[src/rtl/pulse_window_ctrl_if.sv]
// Handshake/bus bundle between the control block, the pulse detector and pulse_window_ctrl.
// slave = the window controller's view, master = the driver (register block / bench) view.
interface pulse_window_if #(
    parameter int CNT_W = 8,
    parameter int WIN_W = 16
);
    logic             start;
    logic             abort;
    logic [WIN_W-1:0] window_len;
    logic [CNT_W-1:0] threshold;
    logic             det_pulse;
    logic             irq_clr;
    logic             det_clr;
    logic             det_en;
    logic             busy;
    logic             done;
    logic [CNT_W-1:0] pulse_cnt;
    logic             sat;
    logic             irq;

    modport slave (
        input  start, abort, window_len, threshold, det_pulse, irq_clr,
        output det_clr, det_en, busy, done, pulse_cnt, sat, irq
    );

    modport master (
        output start, abort, window_len, threshold, det_pulse, irq_clr,
        input  det_clr, det_en, busy, done, pulse_cnt, sat, irq
    );
endinterface

[src/rtl/pulse_window_ctrl.sv]
// Flush / count / report sequencer for one pulse detector over an N-cycle window.
// Optional macro PULSE_WINDOW_AUTO_RESTART_EN: DONE re-enters FLUSH for back-to-back windows.
module pulse_window_ctrl #(
    parameter int CNT_W = 8,
    parameter int WIN_W = 16
) (
    input  logic          clk,
    input  logic          rst_n,
    pulse_window_if.slave bus
);
    typedef enum logic [1:0] {
        IDLE  = 2'd0,
        FLUSH = 2'd1,
        COUNT = 2'd2,
        DONE  = 2'd3
    } state_t;

    localparam logic [CNT_W-1:0] CNT_MAX = {CNT_W{1'b1}};
    localparam logic [WIN_W-1:0] WIN_ONE = WIN_W'(1);

    state_t           state_q, state_d;
    logic [WIN_W-1:0] win_cnt_q, win_cnt_d;
    logic [WIN_W-1:0] len_q, len_d;
    logic [CNT_W-1:0] thr_q, thr_d;
    logic [CNT_W-1:0] live_cnt_q, live_cnt_d;
    logic             live_sat_q, live_sat_d;
    logic [CNT_W-1:0] pulse_cnt_q, pulse_cnt_d;
    logic             sat_q, sat_d;
    logic             irq_q, irq_d;
    logic             enter_done;
    logic             irq_set;

    always_comb begin
        state_d     = state_q;
        win_cnt_d   = win_cnt_q;
        len_d       = len_q;
        thr_d       = thr_q;
        live_cnt_d  = live_cnt_q;
        live_sat_d  = live_sat_q;
        pulse_cnt_d = pulse_cnt_q;
        sat_d       = sat_q;
        enter_done  = 1'b0;

        case (state_q)
            IDLE: begin
                if (bus.start && !bus.abort) begin
                    len_d      = bus.window_len;
                    thr_d      = bus.threshold;
                    live_cnt_d = '0;
                    live_sat_d = 1'b0;
                    state_d    = FLUSH;
                end
            end
            FLUSH: begin
                win_cnt_d = len_q;
                if (bus.abort) begin
                    state_d = IDLE;
                end else if (len_q != '0) begin
                    state_d = COUNT;
                end else begin
                    state_d    = DONE;
                    enter_done = 1'b1;
                end
            end
            COUNT: begin
                // sat flags a pulse that arrived with the counter already pinned at all-ones
                if (bus.det_pulse) begin
                    if (live_cnt_q == CNT_MAX) begin
                        live_sat_d = 1'b1;
                    end else begin
                        live_cnt_d = live_cnt_q + 1'b1;
                    end
                end
                win_cnt_d = win_cnt_q - 1'b1;
                if (bus.abort) begin
                    state_d = IDLE;
                end else if (win_cnt_q == WIN_ONE) begin
                    state_d    = DONE;
                    enter_done = 1'b1;
                end
            end
            DONE: begin
`ifdef PULSE_WINDOW_AUTO_RESTART_EN
                if (bus.abort) begin
                    state_d = IDLE;
                end else begin
                    live_cnt_d = '0;
                    live_sat_d = 1'b0;
                    state_d    = FLUSH;
                end
`else
                state_d = IDLE;
`endif
            end
            default: state_d = IDLE;
        endcase

        // Results are captured on the edge that enters DONE, including the final COUNT cycle.
        if (enter_done) begin
            pulse_cnt_d = live_cnt_d;
            sat_d       = live_sat_d;
        end
    end

    assign irq_set = enter_done && (live_cnt_d >= thr_q);

    always_comb begin
        irq_d = irq_q;
        if (irq_set) begin
            irq_d = 1'b1;
        end else if (bus.irq_clr) begin
            irq_d = 1'b0;
        end
    end

    always_ff @(posedge clk or negedge rst_n) begin
        if (!rst_n) begin
            state_q     <= IDLE;
            win_cnt_q   <= '0;
            len_q       <= '0;
            thr_q       <= '0;
            live_cnt_q  <= '0;
            live_sat_q  <= 1'b0;
            pulse_cnt_q <= '0;
            sat_q       <= 1'b0;
            irq_q       <= 1'b0;
        end else begin
            state_q     <= state_d;
            win_cnt_q   <= win_cnt_d;
            len_q       <= len_d;
            thr_q       <= thr_d;
            live_cnt_q  <= live_cnt_d;
            live_sat_q  <= live_sat_d;
            pulse_cnt_q <= pulse_cnt_d;
            sat_q       <= sat_d;
            irq_q       <= irq_d;
        end
    end

    assign bus.det_clr   = (state_q == FLUSH);
    assign bus.det_en    = (state_q == COUNT);
    assign bus.busy      = (state_q != IDLE);
    assign bus.done      = (state_q == DONE);
    assign bus.pulse_cnt = pulse_cnt_q;
    assign bus.sat       = sat_q;
    assign bus.irq       = irq_q;
endmodule

[src/flat_wrapper.sv]
// flat-port wrapper written by rule: the top's interface ports become plain ports
module pulse_window_ctrl_flat 
#(
    parameter int CNT_W = 8,
    parameter int WIN_W = 16
)
  (clk, rst_n, bus_start, bus_abort, bus_window_len, bus_threshold, bus_det_pulse, bus_irq_clr, bus_det_clr, bus_det_en, bus_busy, bus_done, bus_pulse_cnt, bus_sat, bus_irq);
  pulse_window_if #(.CNT_W(CNT_W), .WIN_W(WIN_W)) bus_i ();
  input  logic clk;
  input  logic rst_n;
  input wire logic [$bits(bus_i.start)-1:0] bus_start;
  input wire logic [$bits(bus_i.abort)-1:0] bus_abort;
  input wire logic [$bits(bus_i.window_len)-1:0] bus_window_len;
  input wire logic [$bits(bus_i.threshold)-1:0] bus_threshold;
  input wire logic [$bits(bus_i.det_pulse)-1:0] bus_det_pulse;
  input wire logic [$bits(bus_i.irq_clr)-1:0] bus_irq_clr;
  output wire logic [$bits(bus_i.det_clr)-1:0] bus_det_clr;
  output wire logic [$bits(bus_i.det_en)-1:0] bus_det_en;
  output wire logic [$bits(bus_i.busy)-1:0] bus_busy;
  output wire logic [$bits(bus_i.done)-1:0] bus_done;
  output wire logic [$bits(bus_i.pulse_cnt)-1:0] bus_pulse_cnt;
  output wire logic [$bits(bus_i.sat)-1:0] bus_sat;
  output wire logic [$bits(bus_i.irq)-1:0] bus_irq;
  assign bus_i.start = bus_start;
  assign bus_i.abort = bus_abort;
  assign bus_i.window_len = bus_window_len;
  assign bus_i.threshold = bus_threshold;
  assign bus_i.det_pulse = bus_det_pulse;
  assign bus_i.irq_clr = bus_irq_clr;
  assign bus_det_clr = bus_i.det_clr;
  assign bus_det_en = bus_i.det_en;
  assign bus_busy = bus_i.busy;
  assign bus_done = bus_i.done;
  assign bus_pulse_cnt = bus_i.pulse_cnt;
  assign bus_sat = bus_i.sat;
  assign bus_irq = bus_i.irq;
  pulse_window_ctrl #(.CNT_W(CNT_W), .WIN_W(WIN_W)) u_core (.clk(clk), .rst_n(rst_n), .bus(bus_i));
endmodule
[config.mk]
export PLATFORM = sky130hd
export DESIGN_NAME = pulse_window_ctrl_flat
export DESIGN_NICKNAME = d
export VERILOG_FILES = /design/src/rtl/pulse_window_ctrl_if.sv /design/src/rtl/pulse_window_ctrl.sv /design/src/flat_wrapper.sv
export SDC_FILE = /design/constraint.sdc
export NUM_CORES = 1
export LEC_CHECK = 0
export BUFFER_PORTS_ARGS = -buffer_cell sky130_fd_sc_hd__buf_4
export CORE_MARGIN = 2
export CORE_UTILIZATION = 52
export CTS_CLUSTER_SIZE = 8
export DETAILED_ROUTE_END_ITERATION = 6
export PLACE_DENSITY = 0.76
export SYNTH_ARGS = -nofsm -noshare
export SYNTH_HDL_FRONTEND = slang
export SYNTH_SLANG_ARGS = --single-unit
[constraint.sdc]
create_clock -name clk -period 2.8 [get_ports clk]
set_clock_uncertainty 0.1 [all_clocks]
set_input_delay 0.56 -clock clk [delete_from_list [all_inputs] [get_ports clk]]
set_output_delay 0.56 -clock clk [all_outputs]
set_load 0.02 [all_outputs]
==> run_results.csv, run 1 <==
group,metric,value,unit
synth,synth_commonest_cells,"dfrtp_1, a21oi_1, mux2_2",
power,vdd_ir_drop_max,0.671,mV
global_route,grt_max_degree,62,
detailed_routing,wl_per_cell,16.2,µm
cells_and_area,antenna_cells,0,
cells_and_area,area_growth,25.9,%
synth,async_flop_share,100,%
cts,ctsHoldBuffers,0,
setup_path,arrival,2.80,ns
sta,period_minus_slack,2.71,ns
global_route,grt_pass1_vias,2579,
global_route,grt_pass1_wl,12.2,mm
synth,syn_inst,305,
synth,synth.distinct_cells,51,
global_route,grtUsageMet2,32.6,%
synth,yosys-top-cells-area,"dfrtp_1, mux2_2, ha_1, a21oi_1, nand2_1",
power,leakage,1.95,nW
sta,final-hold-violation-count,0,
cells_and_area,nets,423,
cts,cts_tree,"done",
min_path,worstHoldPathType,"input port to async pin",
place,dpl.hpwl,5.03,mm
global_route,grt.busiest_layer,"met2",
synth,synth-seq-area-share,47.1,%
cells_and_area,drive_above_1_share,34.6,%
global_route,grt_overflow_total,0,
floorplanning,rows,28,
detailed_routing,via_per_inst,5.78,
sta,finalCritPeriodShare,96.6,%
setup_path,path_max_fanout,6,
floorplanning,io_pins,44,
setup_path,critPathTopFamily,"compound AO/OA/AOI/OAI gates",
floorplanning,die_h,82.9,µm
sta,max_freq,0.370,GHz
detailed_routing,drt-total-wl,7.38,mm
cts,cts.sinks,61,
synth,synth_flop_cell,"dfrtp_1",
detailed_routing,vias,2636,
synth,synth_edf_count,0,
setup_path,critPathLaunchType,"register",
setup_path,cpMaxStageDelayCell,"dfrtp_2",
floorplanning,core_area,5960,µm²
cts,insertion_delay,0.33,ns
synth,synth_top_area_share,47.1,%
sta,drv_slew,0,
floorplanning,start_util,54.4,%
synth,synth_warnings,0,
setup_path,crit_chain,"ha_2 -> a41o_1 -> buf_6 -> o211ai_1 -> o311ai_2 -> ha_1 -> a21o_1 -> a31oi_1 -> o21ai_1 -> a31oi_1 -> o22ai_1",
detailed_routing,drtIter0Drc,275,
global_route,antenna_found_initial,0,
status,outcome,"finished, final reports clean",
setup_path,critPathMaxStageDelay,0.43,ns
sta,tightest_slew,0.764,ns
power,p_per_area,1000,nW/µm²
setup_path,crit_buf_inv,1,
synth,synth_top_area_cell,"dfrtp_1",
cts,clock_tree.root_cell,"clkbuf_8",
detailed_routing,ant_nets,0,
sta,fin_hold_ws,0.198,ns
floorplanning,die_area,6870,µm²
setup_path,cp_common_cell,"a31oi_1",
cts,clockBufferDepth,2,
detailed_routing,drc_errors,0,
power,power.total,0.00409,W
setup_path,crit_cells,11,
setup_path,endpoint_kind,"register",
setup_path,required,2.89,ns
run,cap_violations,0,
cells_and_area,utilization,68.4,%
setup_path,reg2reg_depth,11,
global_route,grt_use_total,21.8,%
synth,synth_most_common_cell,"dfrtp_1",
place,place_congestion,0.835,
global_route,grtUsageMet3,5.17,%
sta,slew_headroom,49.1,%
floorplanning,fp.dieW,82.9,µm
place,io_buffers,43,
synth,syn_area_per_cell,10.6,µm²
synth,synthesis.area,3240,µm²
cts,htreeDepth,3,
synth,synthesis.nets,350,
cts,cts.clk_slew.worst_paths,0.06,ns
setup_path,path_class,"register to register",
global_route,grtUsageMet1,31.8,%
cts,cts_buffers,9,
synth,ys_seq_elements,61,
sta,setup_viol,0,
detailed_routing,dr.pass1.iters,4,
## final cells by class
cell class / count / area (µm²)
clock inverter: 2 / 35.0
timing repair buffer: 74 / 567
tap: 75 / 93.8
clock buffer: 12 / 145
inverter: 20 / 75.1
sequential: 61 / 1530
multi-input combinational: 212 / 1630
fill: 437 / 1880
## power by group
group          internal, W  switching [W]
clock             0.000425       0.000310
combinational     0.000876       0.000935
sequential         0.00123       0.000311
total              0.00253        0.00156
## sequential cells by signal, summed over array words and instances (netlist names)
signal	cells
u_core.win_cnt_q	16
u_core.live_cnt_q	8
u_core.live_sat_q	1
u_core.bus.pulse_cnt	8
u_core.thr_q	8
u_core.bus.irq	1
u_core.state_q	2
u_core.len_q	16
u_core.bus.sat	1
## cell families (layout without fill, tap and decap cells)
group	Yosys count	in the layout	share of synthesized area (%)
muxes	36	36	12.6
AOI/OAI and AO/OA	80	80	16.7
buffers and inverters	32	108	3.79
adders and majority gates	15	15	5.80
DFF	61	61	47.1
and+or+nand+nor	81	81	14.0
## metrics by stage
step	instance area, µm²	instances	TNS (ns)	setup slack [ns]
after floorplan	3240	305	0	0.0839
after global placement	3790	435	0	0.0122
after detailed placement	3790	435	-0.0298	-0.0298
after CTS	3970	449	0	0.00557
after global routing	4080	456	-0.0378	-0.0378
final	4080	456	0	0.0941
## metal layers
layer	part of all wire (%)	up-vias	routed length (µm)
li1	-	1275	-
met3	4.9	14	363
met1	47	1267	3500
met4	1.9	0	139
met2	46	80	3380
met5	0	-	0
## placed cells by master, fill, tap and decap left out, types with 3 or more instances in the layout
| cell type | synthesis | layout |
|---|---|---|
| buf_4 | 0 | 72 |
| dfrtp_1 | 61 | 59 |
| a21oi_1 | 25 | 25 |
| mux2_2 | 24 | 24 |
| nand2_1 | 22 | 22 |
| inv_1 | 20 | 20 |
| nor2_1 | 19 | 19 |
| ha_1 | 15 | 13 |
| clkbuf_8 | 0 | 10 |
| nand3_1 | 9 | 9 |
| o22ai_1 | 8 | 8 |
| o21ai_0 | 10 | 7 |
| mux2_1 | 7 | 7 |
| nand2b_1 | 5 | 5 |
| a2bb2oi_1 | 5 | 5 |
| a31oi_1 | 5 | 4 |
| or3_1 | 4 | 4 |
| a21o_1 | 4 | 4 |
| a41o_1 | 3 | 3 |
| o21ai_1 | 0 | 3 |
| o211ai_1 | 3 | 3 |
| mux2i_1 | 3 | 3 |
## path summary, 6_finish.rpt
kind,start,to,slack (ns)
max reg2reg,u_core.live_cnt_q[1],u_core.bus.irq,0.09
min,rst_n,u_core.bus.pulse_cnt[3],0.20
max,u_core.live_cnt_q[1],u_core.bus.irq,0.09
min reg2reg,u_core.bus.pulse_cnt[1],u_core.bus.pulse_cnt[1],0.40
max in group asynchronous,rst_n,u_core.live_cnt_q[1],1.87
min in group clk,bus_irq_clr,u_core.bus.irq,0.33
## repair_timing
item / 4_1_cts / 5_1_grt
buffers inserted: 0 / 7
cloned: 0 / 0
resized for setup: 3 / 17
endpoints found under the setup margin: 1 / 1
pin swaps: 1 / 7
(Power assumes the default switching activity.)
==> inputs of run 2 (changes only) <==
- CORE_UTILIZATION: 52 -> 50
- PLACE_DENSITY: 0.76 -> 0.74
==> run 2 against run 1 <==
Die area up 3.8%. Clock-buffer cell count down 1. First-iteration DRC count down 40%. Core utilization down 4.2 points. Cell area down 0.49%. Highest routed layer unchanged.
==> run_results.csv, run 2 (same netlist as run 1, synthesis figures left out) <==
group,metric,value,unit
cells_and_area,mostFrequentLayoutCells,"buf_4, dfrtp_1, a21oi_1",
floorplanning,start_util,51.3,%
global_route,grt_pass1_wl,12.1,mm
setup_path,required,2.90,ns
global_route,grt_use_total,21.6,%
cells_and_area,drive_above_1_share,33.3,%
floorplanning,fp.dieW,84.5,µm
cts,clockBufferDepth,2,
sta,tightest_slew,0.757,ns
cells_and_area,reg_top3,"u_core.len_q x16, u_core.win_cnt_q x16",
cts,clock_tree.root_cell,"clkbuf_8",
cells_and_area,nets,412,
cts,ctsHoldBuffers,0,
cts,insertion_delay,0.34,ns
sta,finalCritPeriodShare,93.0,%
cells_and_area,area_growth,25.3,%
global_route,antenna_found_initial,0,
floorplanning,rows,29,
sta,slew_headroom,49.5,%
detailed_routing,dr.pass1.iters,4,
cells_and_area,fin_cells,449,
power,p_per_area,1020,nW/µm²
sta,setup_viol,0,
floorplanning,die_h,84.5,µm
cells_and_area,final_area,4060,µm²
setup_path,cp_common_cell,"a31oi_1",
setup_path,critPathLaunchType,"register",
detailed_routing,drc_errors,0,
sta,drv_slew,0,
sta,max_freq,0.384,GHz
setup_path,crit_cells,11,
global_route,grt_pass1_vias,2485,
detailed_routing,drtIter0Drc,166,
setup_path,path_max_fanout,7,
setup_path,crit_chain,"and4_4 -> a41o_4 -> nand2_1 -> a31oi_4 -> inv_1 -> ha_1 -> nand2b_1 -> a31oi_1 -> o21ai_1 -> a31oi_1 -> o22ai_1",
place,dp_slack,-0.149,ns
sta,final.setup.worst_slack,0.197,ns
setup_path,critPathTopFamily,"compound AO/OA/AOI/OAI gates",
detailed_routing,wl_per_cell,15.8,µm
power,leakage,1.92,nW
place,io_buffers,43,
setup_path,endpoint_kind,"register",
detailed_routing,ant_nets,0,
cts,cts_buffers,9,
setup_path,arrival,2.71,ns
sta,final-hold-violation-count,0,
detailed_routing,drt-total-wl,7.09,mm
cells_and_area,antenna_cells,0,
setup_path,critPathMaxStageDelay,0.41,ns
setup_path,reg2reg_depth,11,
place,dpl-instance-area,3740,µm²
detailed_routing,vias,2574,
cts,cts_tree,"done",
place,numPlacedInstances,431,
status,outcome,"finished, final reports clean",
global_route,grt_max_degree,62,
detailed_routing,via_per_inst,5.73,
floorplanning,die_area,7140,µm²
setup_path,cpMaxStageDelayCell,"dfrtp_1",
floorplanning,io_pins,44,
min_path,worstHoldPathType,"input port to async pin",
cts,cts.sinks,61,
run,cap_violations,0,
floorplanning,core_area,6310,µm²
setup_path,crit_buf_inv,1,
sta,fin_hold_ws,0.188,ns
cells_and_area,utilization,64.2,%
place,dpl.hpwl,4.91,mm
sta,period_minus_slack,2.60,ns
global_route,grt_overflow_total,0,
cts,cts.clk_slew.worst_paths,0.07,ns
cts,htreeDepth,3,
place,place_congestion,0.840,
power,vdd_ir_drop_max,0.611,mV
setup_path,path_class,"register to register",
==> run 2: cell types whose count changed in the layout (fill, tap and decap cells not counted), moves of 2 or more <==
| cell | change |
|---|---|
| buf_4 | -11 |
| clkinv_2 | +2 |
| dfrtp_1 | +2 |
| dfrtp_2 | -2 |
| o21ai_1 | -2 |
==> run 2: worst register-to-register path: cells and delay by family (launching register included) <==
family,cells,cell delay (ns)
AO/OA/AOI/OAI,6,1.07
flip-flops,1,0.41
AND/OR/NAND/NOR,3,0.53
adder cells (fa/ha/maj),1,0.28
buffers and inverters,1,0.06
==> run 2: metrics by stage <==
step | setup TNS [ns] | power, W
6_report | 0 | 0.00413
5_1_grt | -0.0226 | 0.00445
4_1_cts | 0 | 0.00405
3_5_place_dp | -0.149 | 0.00320
3_3_place_gp | -0.0404 | 0.00313
2_1_floorplan | 0 | 0.00269
==> run 2: path summary, 6_finish.rpt <==
check / slack, ns / startpoint / to
max reg2reg: 0.20 / u_core.live_cnt_q[4] / u_core.bus.irq
min in group clk: 0.31 / bus_irq_clr / u_core.bus.irq
max: 0.20 / u_core.live_cnt_q[4] / u_core.bus.irq
min: 0.19 / rst_n / u_core.thr_q[0]
max in group asynchronous: 1.91 / rst_n / u_core.bus.sat
min reg2reg: 0.40 / u_core.bus.pulse_cnt[0] / u_core.bus.pulse_cnt[0]
==> run 2: per-layer routing <==
layer  vias to the layer above  track usage, %  wire length, µm
li1                       1248               -                -
met1                      1245            31.2             3390
met2                        68            31.0             3230
met3                        13            4.82              339
met4                         0            10.2              138
met5                         -               0                0
==> run 2: area by class of cell <==
type	instances	area, µm²
clock buffers	11	131
clock inverters	5	75.1
fillers	524	2260
inverters	20	75.1
multi-input cells	212	1660
flip-flops and latches	61	1530
well taps	77	96.3
repair buffers	63	489
==> run 2: where the power goes <==
part           switching [W]  total [W]  internal, W
clock network       0.000334   0.000831     0.000497
logic               0.000915    0.00176     0.000844
registers           0.000317    0.00154      0.00123
==> run 2: what timing repair did <==
action	CTS	global route
endpoints found under the setup margin	1	1
setup buffers	0	2
endpoints found under the hold margin	0	0
pin swaps	0	4
gates resized for setup	2	22
==> inputs of run 3 (changes only) <==
- CORE_ASPECT_RATIO: not set -> 1.1
==> run 3 against run 2 <==
Combinational power fell by 5%. Register-to-register slack got worse by 0.11 ns. Final cell count fell by 0.89%. First-iteration DRC count fell by 5.4%. Cell area fell by 2.8%. Clock-buffer cell count did not move. Largest power group unchanged. Maximum frequency fell by 3.9%. Via count rose by 0.31%. Clock power fell by 19%. Hold slack barely moved. Critical path type unchanged. Sequential power barely moved.
==> run_results.csv, run 3 (same netlist as run 1, synthesis figures left out) <==
group,metric,value,unit
cells_and_area,final_common_cell,"dfrtp_1",
place,dpl-instance-area,3710,µm²
global_route,grt_overflow_total,0,
sta,max_freq,0.369,GHz
cts,clockBufferDepth,2,
cts,cts.sinks,61,
setup_path,required,2.90,ns
global_route,antenna_found_initial,0,
cells_and_area,drive_above_1_share,31.8,%
cells_and_area,nets,406,
detailed_routing,vias,2582,
floorplanning,start_util,52.0,%
global_route,grt_use_total,21.6,%
cts,htreeDepth,3,
power,p_seq_share,39.4,%
cells_and_area,utilization,63.3,%
cts,cts_tree,"done",
cells_and_area,reg_top3,"u_core.len_q x16, u_core.win_cnt_q x16",
floorplanning,die_h,88.4,µm
setup_path,arrival,2.81,ns
global_route,grt_pass1_vias,2596,
setup_path,path_class,"register to register",
sta,period_minus_slack,2.71,ns
cells_and_area,multi_input_area,1650,µm²
detailed_routing,ant_nets,0,
detailed_routing,via_per_inst,5.80,
sta,setup_viol,0,
global_route,grt_max_degree,62,
cells_and_area,mostFrequentLayoutCells,"dfrtp_1, buf_4, a21oi_1",
sta,slew_headroom,48.2,%
floorplanning,die_area,7140,µm²
sta,drv_slew,0,
power,p_sw_share,39.5,%
detailed_routing,wl_per_cell,15.8,µm
setup_path,crit_buf_inv,0,
global_route,grt.busiest_layer,"met2",
setup_path,path_max_fanout,7,
place,io_buffers,43,
floorplanning,rows,30,
power,p_sw,0.00153,W
global_route,grtUsageMet2,37.0,%
power,pwr-share-clk,17.4,%
setup_path,crit_chain,"ha_1 -> a41o_2 -> o211ai_1 -> o311ai_2 -> ha_1 -> a21o_1 -> a31oi_1 -> o21ai_1 -> a31oi_1 -> o22ai_1",
place,place_congestion,0.904,
run,cap_violations,0,
setup_path,critPathMaxStageDelay,0.43,ns
sta,fin_setup_tns,0,ns
cts,cts_buffers,9,
power,vdd_ir_drop_max,0.472,mV
power,pwr-share-comb,43.2,%
setup_path,critPathLaunchType,"register",
power,leakage,1.85,nW
global_route,grtUsageMet3,5.10,%
setup_path,endpoint_kind,"register",
global_route,grt_pass1_wl,11.8,mm
sta,final-hold-violation-count,0,
power,p_per_area,987,nW/µm²
floorplanning,core_area,6230,µm²
global_route,grtUsageMet1,25.4,%
detailed_routing,drt-total-wl,7.02,mm
cells_and_area,seqCellArea,1530,µm²
cells_and_area,final_area,3940,µm²
setup_path,critPathTopFamily,"compound AO/OA/AOI/OAI gates",
sta,tightest_slew,0.778,ns
detailed_routing,drtIter0Drc,157,
sta,fin_hold_ws,0.188,ns
detailed_routing,drc_errors,0,
cts,clock_tree.root_cell,"clkbuf_8",
place,dpl.hpwl,4.95,mm
cells_and_area,antenna_cells,0,
floorplanning,io_pins,44,
floorplanning,fp.dieW,80.7,µm
cells_and_area,num-fill-cells,544,
detailed_routing,dr.pass1.iters,4,
cells_and_area,area_growth,21.7,%
min_path,worstHoldPathType,"input port to async pin",
setup_path,cpMaxStageDelayCell,"dfrtp_1",
status,outcome,"finished, final reports clean",
sta,finalCritPeriodShare,96.8,%
power,p_int,0.00236,W
cts,cts.clk_slew.worst_paths,0.07,ns
cts,insertion_delay,0.34,ns
-- run 3: cell count changes in the layout (fill, tap and decap cells not counted), sizes merged --
cell	before	now
clkinv	3	2
bufinv	2	0
buf	63	57
clkinvlp	0	2
-- run 3: stage by stage --
step                setup slack [ns]  power, W  cells
CTS                           0.0262   0.00385    444
detailed placement           -0.0217   0.00316    429
floorplan                     0.0839   0.00269    305
global route                 -0.0877   0.00418    445
global placement              0.0636   0.00310    429
finish                        0.0906   0.00389    445
-- run 3: final timing paths --
kind | slack [ns] | start | cells past startpoint | end
setup / recovery | 0.09 | u_core.live_cnt_q[0] | 10 | u_core.bus.irq
hold / removal | 0.19 | rst_n | 1 | u_core.len_q[3]
setup reg to reg | 0.09 | u_core.live_cnt_q[0] | 10 | u_core.bus.irq
hold reg to reg | 0.40 | u_core.bus.pulse_cnt[6] | 1 | u_core.bus.pulse_cnt[6]
max in group asynchronous | 1.89 | rst_n | 1 | u_core.state_q[1]
min in group clk | 0.31 | bus_irq_clr | 2 | u_core.bus.irq
-- run 3: final cells by class --
type,count,share of cell area [%]
multi-input combinational,212,41.7
sequential,61,38.7
timing repair buffer,57,10.9
clock buffer,11,3.59
tap,80,2.54
inverter,20,1.90
clock inverter,4,0.635
-- run 3: power groups by stage --
stage | sequential (W) | clock [W] | combinational, W
global placement | 0.00154 | 0 | 0.00156
global route | 0.00158 | 0.000726 | 0.00187
detailed placement | 0.00155 | 0 | 0.00161
floorplan | 0.00146 | 0 | 0.00123
finish | 0.00153 | 0.000677 | 0.00168
CTS | 0.00153 | 0.000688 | 0.00162
-- run 3: what timing repair did --
action | CTS | global route
pin swaps | 0 | 2
gates resized for setup | 2 | 13
setup endpoints to repair | 1 | 1
setup buffers | 0 | 1
hold buffers | 0 | 0
-- run 3: metal layers --
metal / vias to the layer above / share of wire (%)
met2: 66 / 52
met1: 1265 / 41
met5: - / 0
met3: 17 / 5.0
met4: 0 / 2.2
li1: 1234 / -
